[src/rtl/forward_unit_n.sv]
// Purpose : forwarding and load-use hazard unit; tracks DEPTH in-flight register writes and resolves NPORTS source operands.
// Latency : zero added latency; fwd_data/fwd_sel/stall/mem_wait are combinational from slot state and ld_*.
// Backpressure: raises stall on a not-yet-ready load match and mem_wait while slot 0 awaits load data; slots only move on adv.
//
// Ports:
//   clk, reset          single clock, synchronous active-high reset
//   adv                 pipeline advance (slots shift when high)
//   iss_*               EX-stage producer entering slot 0
//   ld_valid, ld_data   load data returning for slot 0
//   src_addr, rf_data   per-port consumer register and register-file value
//   fwd_data, fwd_sel   per-port resolved operand and its source (0 = RF, k = slot k-1)
//   stall, mem_wait     hazard outputs
//   fwd_cnt, stall_cnt  saturating activity counters (adv cycles only)
module forward_unit_n #(
    parameter int AW     = 5,
    parameter int DW     = 32,
    parameter int NPORTS = 2,
    parameter int DEPTH  = 2,
    localparam int SW    = $clog2(DEPTH + 1)
) (
    input  logic                 clk,
    input  logic                 reset,
    input  logic                 adv,
    input  logic                 iss_valid,
    input  logic [AW-1:0]        iss_rd,
    input  logic                 iss_load,
    input  logic [DW-1:0]        iss_data,
    input  logic                 ld_valid,
    input  logic [DW-1:0]        ld_data,
    input  logic [NPORTS*AW-1:0] src_addr,
    input  logic [NPORTS*DW-1:0] rf_data,
    output logic [NPORTS*DW-1:0] fwd_data,
    output logic [NPORTS*SW-1:0] fwd_sel,
    output logic                 stall,
    output logic                 mem_wait,
    output logic [15:0]          fwd_cnt,
    output logic [15:0]          stall_cnt
);

    // Slot 0 is the youngest producer (MEM), higher indices are older.
    logic          v_q    [DEPTH];
    logic [AW-1:0] rd_q   [DEPTH];
    logic          ok_q   [DEPTH];
    logic [DW-1:0] data_q [DEPTH];
    logic          v_d    [DEPTH];
    logic [AW-1:0] rd_d   [DEPTH];
    logic          ok_d   [DEPTH];
    logic [DW-1:0] data_d [DEPTH];

    logic [15:0]       fwd_cnt_q, fwd_cnt_d;
    logic [15:0]       stall_cnt_q, stall_cnt_d;
    logic [NPORTS-1:0] hz;
    logic [NPORTS-1:0] fwd_hit;
    logic              ld_fill;

    // Load data arriving for a pending load sitting in slot 0.
    assign ld_fill  = v_q[0] & ~ok_q[0] & ld_valid;
    assign mem_wait = v_q[0] & ~ok_q[0] & ~ld_valid;
    assign stall    = |hz;

    // Operand resolution. Slots are scanned oldest to youngest so the
    // youngest match is the last assignment and therefore wins.
    always_comb begin
        fwd_data = '0;
        fwd_sel  = '0;
        hz       = '0;
        fwd_hit  = '0;
        for (int p = 0; p < NPORTS; p++) begin
            fwd_data[p*DW +: DW] = rf_data[p*DW +: DW];
            if (src_addr[p*AW +: AW] != '0) begin
                for (int k = DEPTH - 1; k >= 0; k--) begin
                    if (v_q[k] && (rd_q[k] == src_addr[p*AW +: AW])) begin
                        fwd_sel[p*SW +: SW] = SW'(k + 1);
                        if (ok_q[k]) begin
                            fwd_data[p*DW +: DW] = data_q[k];
                            hz[p]                = 1'b0;
                        end else if ((k == 0) && ld_valid) begin
                            // Same-cycle bypass of returning load data.
                            fwd_data[p*DW +: DW] = ld_data;
                            hz[p]                = 1'b0;
                        end else begin
                            fwd_data[p*DW +: DW] = rf_data[p*DW +: DW];
                            hz[p]                = 1'b1;
                        end
                    end
                end
            end
            fwd_hit[p] = (fwd_sel[p*SW +: SW] != '0) & ~hz[p];
        end
    end

    // Slot next state: shift on adv, otherwise hold and let slot 0 absorb load data.
    always_comb begin
        for (int k = 0; k < DEPTH; k++) begin
            v_d[k]    = v_q[k];
            rd_d[k]   = rd_q[k];
            ok_d[k]   = ok_q[k];
            data_d[k] = data_q[k];
        end
        if (adv) begin
            for (int k = 1; k < DEPTH; k++) begin
                v_d[k]    = v_q[k-1];
                rd_d[k]   = rd_q[k-1];
                ok_d[k]   = ok_q[k-1];
                data_d[k] = data_q[k-1];
                if ((k == 1) && ld_fill) begin
                    ok_d[k]   = 1'b1;
                    data_d[k] = ld_data;
                end
            end
            // A stalled consumer is not issued, so slot 0 takes a bubble.
            v_d[0]    = iss_valid & ~stall;
            rd_d[0]   = iss_rd;
            ok_d[0]   = ~iss_load;
            data_d[0] = iss_data;
        end else if (ld_fill) begin
            ok_d[0]   = 1'b1;
            data_d[0] = ld_data;
        end
    end

    always_comb begin
        fwd_cnt_d   = fwd_cnt_q;
        stall_cnt_d = stall_cnt_q;
        if (adv) begin
            if ((|fwd_hit) && (fwd_cnt_q != 16'hFFFF)) begin
                fwd_cnt_d = fwd_cnt_q + 16'd1;
            end
            if (stall && (stall_cnt_q != 16'hFFFF)) begin
                stall_cnt_d = stall_cnt_q + 16'd1;
            end
        end
    end

    always_ff @(posedge clk) begin
        if (reset) begin
            for (int k = 0; k < DEPTH; k++) begin
                v_q[k]    <= 1'b0;
                rd_q[k]   <= '0;
                ok_q[k]   <= 1'b0;
                data_q[k] <= '0;
            end
            fwd_cnt_q   <= '0;
            stall_cnt_q <= '0;
        end else begin
            for (int k = 0; k < DEPTH; k++) begin
                v_q[k]    <= v_d[k];
                rd_q[k]   <= rd_d[k];
                ok_q[k]   <= ok_d[k];
                data_q[k] <= data_d[k];
            end
            fwd_cnt_q   <= fwd_cnt_d;
            stall_cnt_q <= stall_cnt_d;
        end
    end

    assign fwd_cnt   = fwd_cnt_q;
    assign stall_cnt = stall_cnt_q;

endmodule

[config.mk]
export PLATFORM = sky130hd
export DESIGN_NAME = forward_unit_n
export DESIGN_NICKNAME = d
export VERILOG_FILES = /design/src/rtl/forward_unit_n.sv
export SDC_FILE = /design/constraint.sdc
export NUM_CORES = 1
export LEC_CHECK = 0
export BUFFER_PORTS_ARGS = -buffer_cell sky130_fd_sc_hd__buf_2
export CORE_ASPECT_RATIO = 0.8
export CORE_MARGIN = 2
export CORE_UTILIZATION = 50
export CTS_CLUSTER_SIZE = 30
export DETAILED_ROUTE_END_ITERATION = 8
export PLACE_DENSITY_LB_ADDON = 0.25
export SLEW_MARGIN = 20
export SYNTH_ARGS = -nofsm -noshare
export SYNTH_HDL_FRONTEND = slang
export SYNTH_SLANG_ARGS = --single-unit
[constraint.sdc]
create_clock -name clk -period 7.2 [get_ports clk]
set_input_delay 1.08 -clock clk [delete_from_list [all_inputs] [get_ports clk]]
set_output_delay 1.08 -clock clk [all_outputs]
set_load 0.05 [all_outputs]
* After elaboration in Yosys (flattened, before gate mapping)
Memories as Yosys holds them, arrays and structs flattened.
Index checks and enable logic that the tools add are counted.
** Storage, ports and cells
- Bits in writable memories :: 78
- Bits of input ports :: 149
- Output and inout bits :: 102
- Register bits after elaboration :: 32
- Word-level logic and storage cells :: 94
- Memories kept :: 4
** Cells by class
- Reduce and logical (&&, ||, !) cells :: 14
- Bitwise operators :: 20
- Equality and inequality tests :: 6
- $add $sub $neg :: 2
- Mux-type cells :: 46
** Memory list
- data_q :: depth 2, width 32, rd ports 2, clocked after Yosys merged registers in 0, wr ports 2, line 44 : logic [DW-1:0] data_q [DEPTH];
- rd_q :: depth 2, width 5, rd ports 2, clocked after Yosys merged registers in 0, wr ports 2, line 42 : logic [AW-1:0] rd_q [DEPTH];
- ok_q :: depth 2, width 1, rd ports 2, clocked after Yosys merged registers in 0, wr ports 2, line 43 : logic ok_q [DEPTH];
- v_q :: depth 2, width 1, rd ports 2, clocked after Yosys merged registers in 0, wr ports 2, line 41 : logic v_q [DEPTH];
** Operators by type and width (count)
- $mux W32 :: 17
- $add A16 B1 Y16 const B :: 2
- $ne A16 B16 Y1 const B :: 2
- $eq A5 B5 Y1 :: 4
- $mux W1 :: 19
- $mux W2 :: 7
- $mux W10 :: 1
- $mux W5 :: 2
- $reduce_bool A5 Y1 :: 2
- $or A1 B1 Y1 :: 8
- $and A1 B1 Y1 :: 6
- $logic_and A1 B1 Y1 :: 6
- $not A1 Y1 :: 6
- $reduce_and A2 Y1 :: 2
- $reduce_bool A2 Y1 :: 2
- $reduce_or A2 Y1 :: 2

* Logic depth before layout (Yosys ltp)
- Depth in word-level cells :: 10
- Gate-level depth with buffers :: 14
- Mapped depth without buffers :: 11

* Worst setup path after synthesis
Ideal clock, no wire load.
- Path type :: input -> output
- From :: input port src_addr[2]
- To :: output port stall
- Path buffers :: 1
- Arrival :: 4.047 ns
- Required time :: 6.120 ns
- Stages :: 7
- Setup slack :: 2.073 ns
- Cells stage by stage :: or4_1 or2_1 buf_2 nand3_1 nor3_1 nor2_1 o21ai_0
** On the way
- Cells in the longest elaborated chain, start to end :: 6
- Elaborated cells between the ends (all ways) :: 9
- Classes of those cells :: eq/ne: 2; mux: 3; reduce/logical: 4
** RTL lines
- start, declared :: line 30 : input logic [NPORTS*AW-1:0] src_addr,
- $eq A5 B5 Y1 :: line 72 : if (v_q[k] && (rd_q[k] == src_addr[p*AW +: AW])) begin
- $logic_and A1 B1 Y1 :: line 72
- $mux W1 (2 in a row) :: line 72
- $mux W1 * :: line 70 : if (src_addr[p*AW +: AW] != '0) begin
- $reduce_or A2 Y1 * :: line 59 : assign stall = |hz;
- end, declared :: line 34 : output logic stall,
Every way passes the cells marked *; elsewhere a longest branch is shown, timed or not.

* Worst setup path after layout
- From :: input port src_addr[7]
- To :: output port fwd_data[32]
** On the way
- Cells in the longest elaborated chain, start to end :: 5
- Elaborated cells between the ends (all ways) :: 8
- Classes of those cells :: eq/ne: 2; mux: 3; reduce/logical: 3
** RTL lines
- $eq A5 B5 Y1 :: line 72
- $logic_and A1 B1 Y1 :: line 72
- $mux W32 (2 in a row) :: line 72
- $mux W32 * :: line 70
- end, declared :: line 32 : output logic [NPORTS*DW-1:0] fwd_data,
Marked as above.

==> reports/metrics.csv <==
metric,value,unit
worstPathArrival,3.75,ns
ys_seq_area_share,30.4,%
synthXorXnorAreaFrac,5.81,%
core.rowCount,39,
die_x,138,µm
fillCellCount,1336,
max_slew_margin,26.3,%
port_buffers,250,
synth_cell_types,53,
antenna_found_initial,1,
clockRootBuffer,clkbuf_16,
final-setup-viol-count,0,
cap_violations,0,
cts_max_path_buffers,2,
synth_compound_area_share,28.4,%
finalPower,1.49,mW
critical_path_required,6.12,ns
dpl_cell_area,8470,µm²
antenna_left,0,
synth_area,7230,µm²
grt_use_total,28.6,%
fin_nets,1327,
wl_per_cell,16.8,µm
syn-instance-count,984,
die_area,15400,µm²
rsz0062_at_grt,false,
cts_tree,yes,
grt_pass1_wl,36.3,mm
cts_max_level,3,
critPathMaxFanout,21,
synth_seq_cells,110,
crit_type,primary input to output pin,
tightestPinTransition,1.10,ns
synth-simple-area-share,23.7,%
start_util,50.9,%
ys_warn_count,0,
power_density,170,nW/µm²
period_share,67.1,%
coreArea,14200,µm²
syn_area_per_cell,7.35,µm²
vias_per_cell,5.77,
worstSetupEndpointType,output pin,
fin_skew,0.00596,ns
synth_fa_ha_area_share,0.346,%
drive_gt1_share,25.1,%
whs,0.503,ns
outcome,"complete, no violations",
drtIter0Drc,669,
clock_latency,0.35,ns
hold_path.class,flip-flop to flip-flop,
synth_mux_area_share,6.09,%
boundaryPins,251,
place_congestion,0.885,
synth_top_family_by_area,compound AO/OA/AOI/OAI gates,
ctsResizeCount,0,
syn_nets,1135,
tns,0,ns
numCtsBuffers,9,
routed_wl,23.0,mm
leakagePower,3.84,nW
peakVddDrop,0.000167,V
die_h,112,µm
area_growth,21.1,%
grt_overflow,0,
path_clk_slew,0.07,ns
cts_setup_buffers,0,
vias,7877,
grt_pass1_vias,7241,
cp-start-kind,primary input,
place_hpwl,15.8,mm
grt_start_max_net_pins,101,
cts_sinks,110,
fmax,207,MHz
drc,0,
drv_slew,0,
final.min_clock_period,4.83,ns
final_area,8760,µm²
drt_pre_antenna_iters,5,
hold_viol_final,0,
hold_buffers,0,
==> worst max-delay path: stages <==
cell      delay [ns]
buf_2           0.13
xnor2_1         0.17
nand4_1         0.11
or2_1           0.45
clkinv_2        0.15
o21a_1          0.49
buf_4           0.39
a21oi_1         0.10
a211oi_1        0.35
buf_2           0.33
==> path summary, 6_finish.rpt <==
check                   start             to  slack, ns  cells after the start
setup / recovery  src_addr[7]   fwd_data[32]       2.37                     10
hold / removal    fwd_cnt[13]    fwd_cnt[13]       0.50                      2
setup reg to reg   rd_q[0][4]  stall_cnt[11]       3.56                     10
hold reg to reg   fwd_cnt[13]    fwd_cnt[13]       0.50                      2
==> power by group <==
| group | leakage (nW) | switching (mW) | internal [mW] |
|---|---|---|---|
| clock | 0.137 | 0.222 | 0.269 |
| sequential | 0.901 | 0.0262 | 0.635 |
| combinational | 2.80 | 0.217 | 0.120 |
| total | 3.84 | 0.465 | 1.02 |
==> per-layer routing <==
metal / up-vias / global-route usage, % / wire length (µm)
met5: - / 0 / 0
met4: 0 / 9.73 / 561
met3: 42 / 5.98 / 2200
met2: 413 / 44.8 / 10100
met1: 3550 / 39.3 / 10100
li1: 3872 / - / -
==> state kept, by name, indices dropped and copies added, names as in the netlist <==
name and cells:
v_q 2, stall_cnt 16, fwd_cnt 16, rd_q 10, data_q 64, ok_q 2
==> cell families after synthesis <==
family	after synthesis
AOI/OAI and AO/OA	325
xor gates and xnor gates	48
adders and majority gates	2
buffers and inverters	89
DFF	110
muxes	44
and+or+nand+nor	366
==> per-stage QoR <==
| step | setup WS [ns] | util (%) | cells |
|---|---|---|---|
| floorplan | 2.07 | - | 984 |
| finish | 2.37 | 61.7 | 1366 |
| detailed placement | 2.49 | 59.6 | 1349 |
| global route | 2.36 | 61.7 | 1365 |
| CTS | 2.48 | 61.6 | 1365 |
| global placement | 2.55 | 59.6 | 1349 |
==> cell type report <==
type                       instances  area (µm²)  share of cell area, %
clock buffer                      12         236                   2.70
tap                              184         230                   2.63
sequential                       110        2200                   25.1
timing repair buffer             260        1330                   15.2
antenna                            1        2.50                 0.0286
clock inverter                     4        47.5                  0.543
multi-input combinational        785        4670                   53.3
inverter                          10        38.8                  0.443
==> cell usage in the layout, fill, tap and decap left out, drive strengths merged, types with 5 or more instances in the layout <==
master  netlist  routed
buf          19     260
nor2        179     179
a21oi       156     156
dfxtp       110     110
nand2        54      54
a211oi       51      51
nand2b       48      48
mux2i        44      44
xnor2        37      37
a22oi        31      31
o22ai        31      31
o21ai        29      29
nor2b        25      25
nand3        17      17
a22o         16      16
nand4        14      14
clkbuf       60      12
xor2         11      11
inv           9       9
and2          5       5
or2           5       5
nor3          5       5
==> cells in the mapped netlist, drive strengths merged <==
cell | count | area [µm²]
nor2 | 179 | 679
a21oi | 156 | 781
dfxtp | 110 | 2200
clkbuf | 60 | 225
nand2 | 54 | 213
a211oi | 51 | 418
nand2b | 48 | 300
mux2i | 44 | 440
xnor2 | 37 | 324
a22oi | 31 | 233
o22ai | 31 | 194
o21ai | 29 | 149
nor2b | 25 | 156
buf | 19 | 114
nand3 | 17 | 85.1
a22o | 16 | 140
nand4 | 14 | 87.6
xor2 | 11 | 96.3
inv | 9 | 33.8
and2 | 5 | 31.3
nor3 | 5 | 25.0
or2 | 5 | 31.3
and4 | 4 | 35.0
and3 | 3 | 18.8
a2111oi | 2 | 55.1
ha | 2 | 25.0
o31ai | 2 | 20.0
or3b | 2 | 17.5
or4 | 2 | 15.0
a21boi | 1 | 7.51
a31o | 1 | 8.76
a31oi | 1 | 12.5
clkinv | 1 | 5.00
nand3b | 1 | 7.51
nor4 | 1 | 6.26
o2111ai | 1 | 8.76
o211ai | 1 | 7.51
o21a | 1 | 7.51
o221ai | 1 | 8.76
or3 | 1 | 6.26
Power figures use the tool's default switching activity.
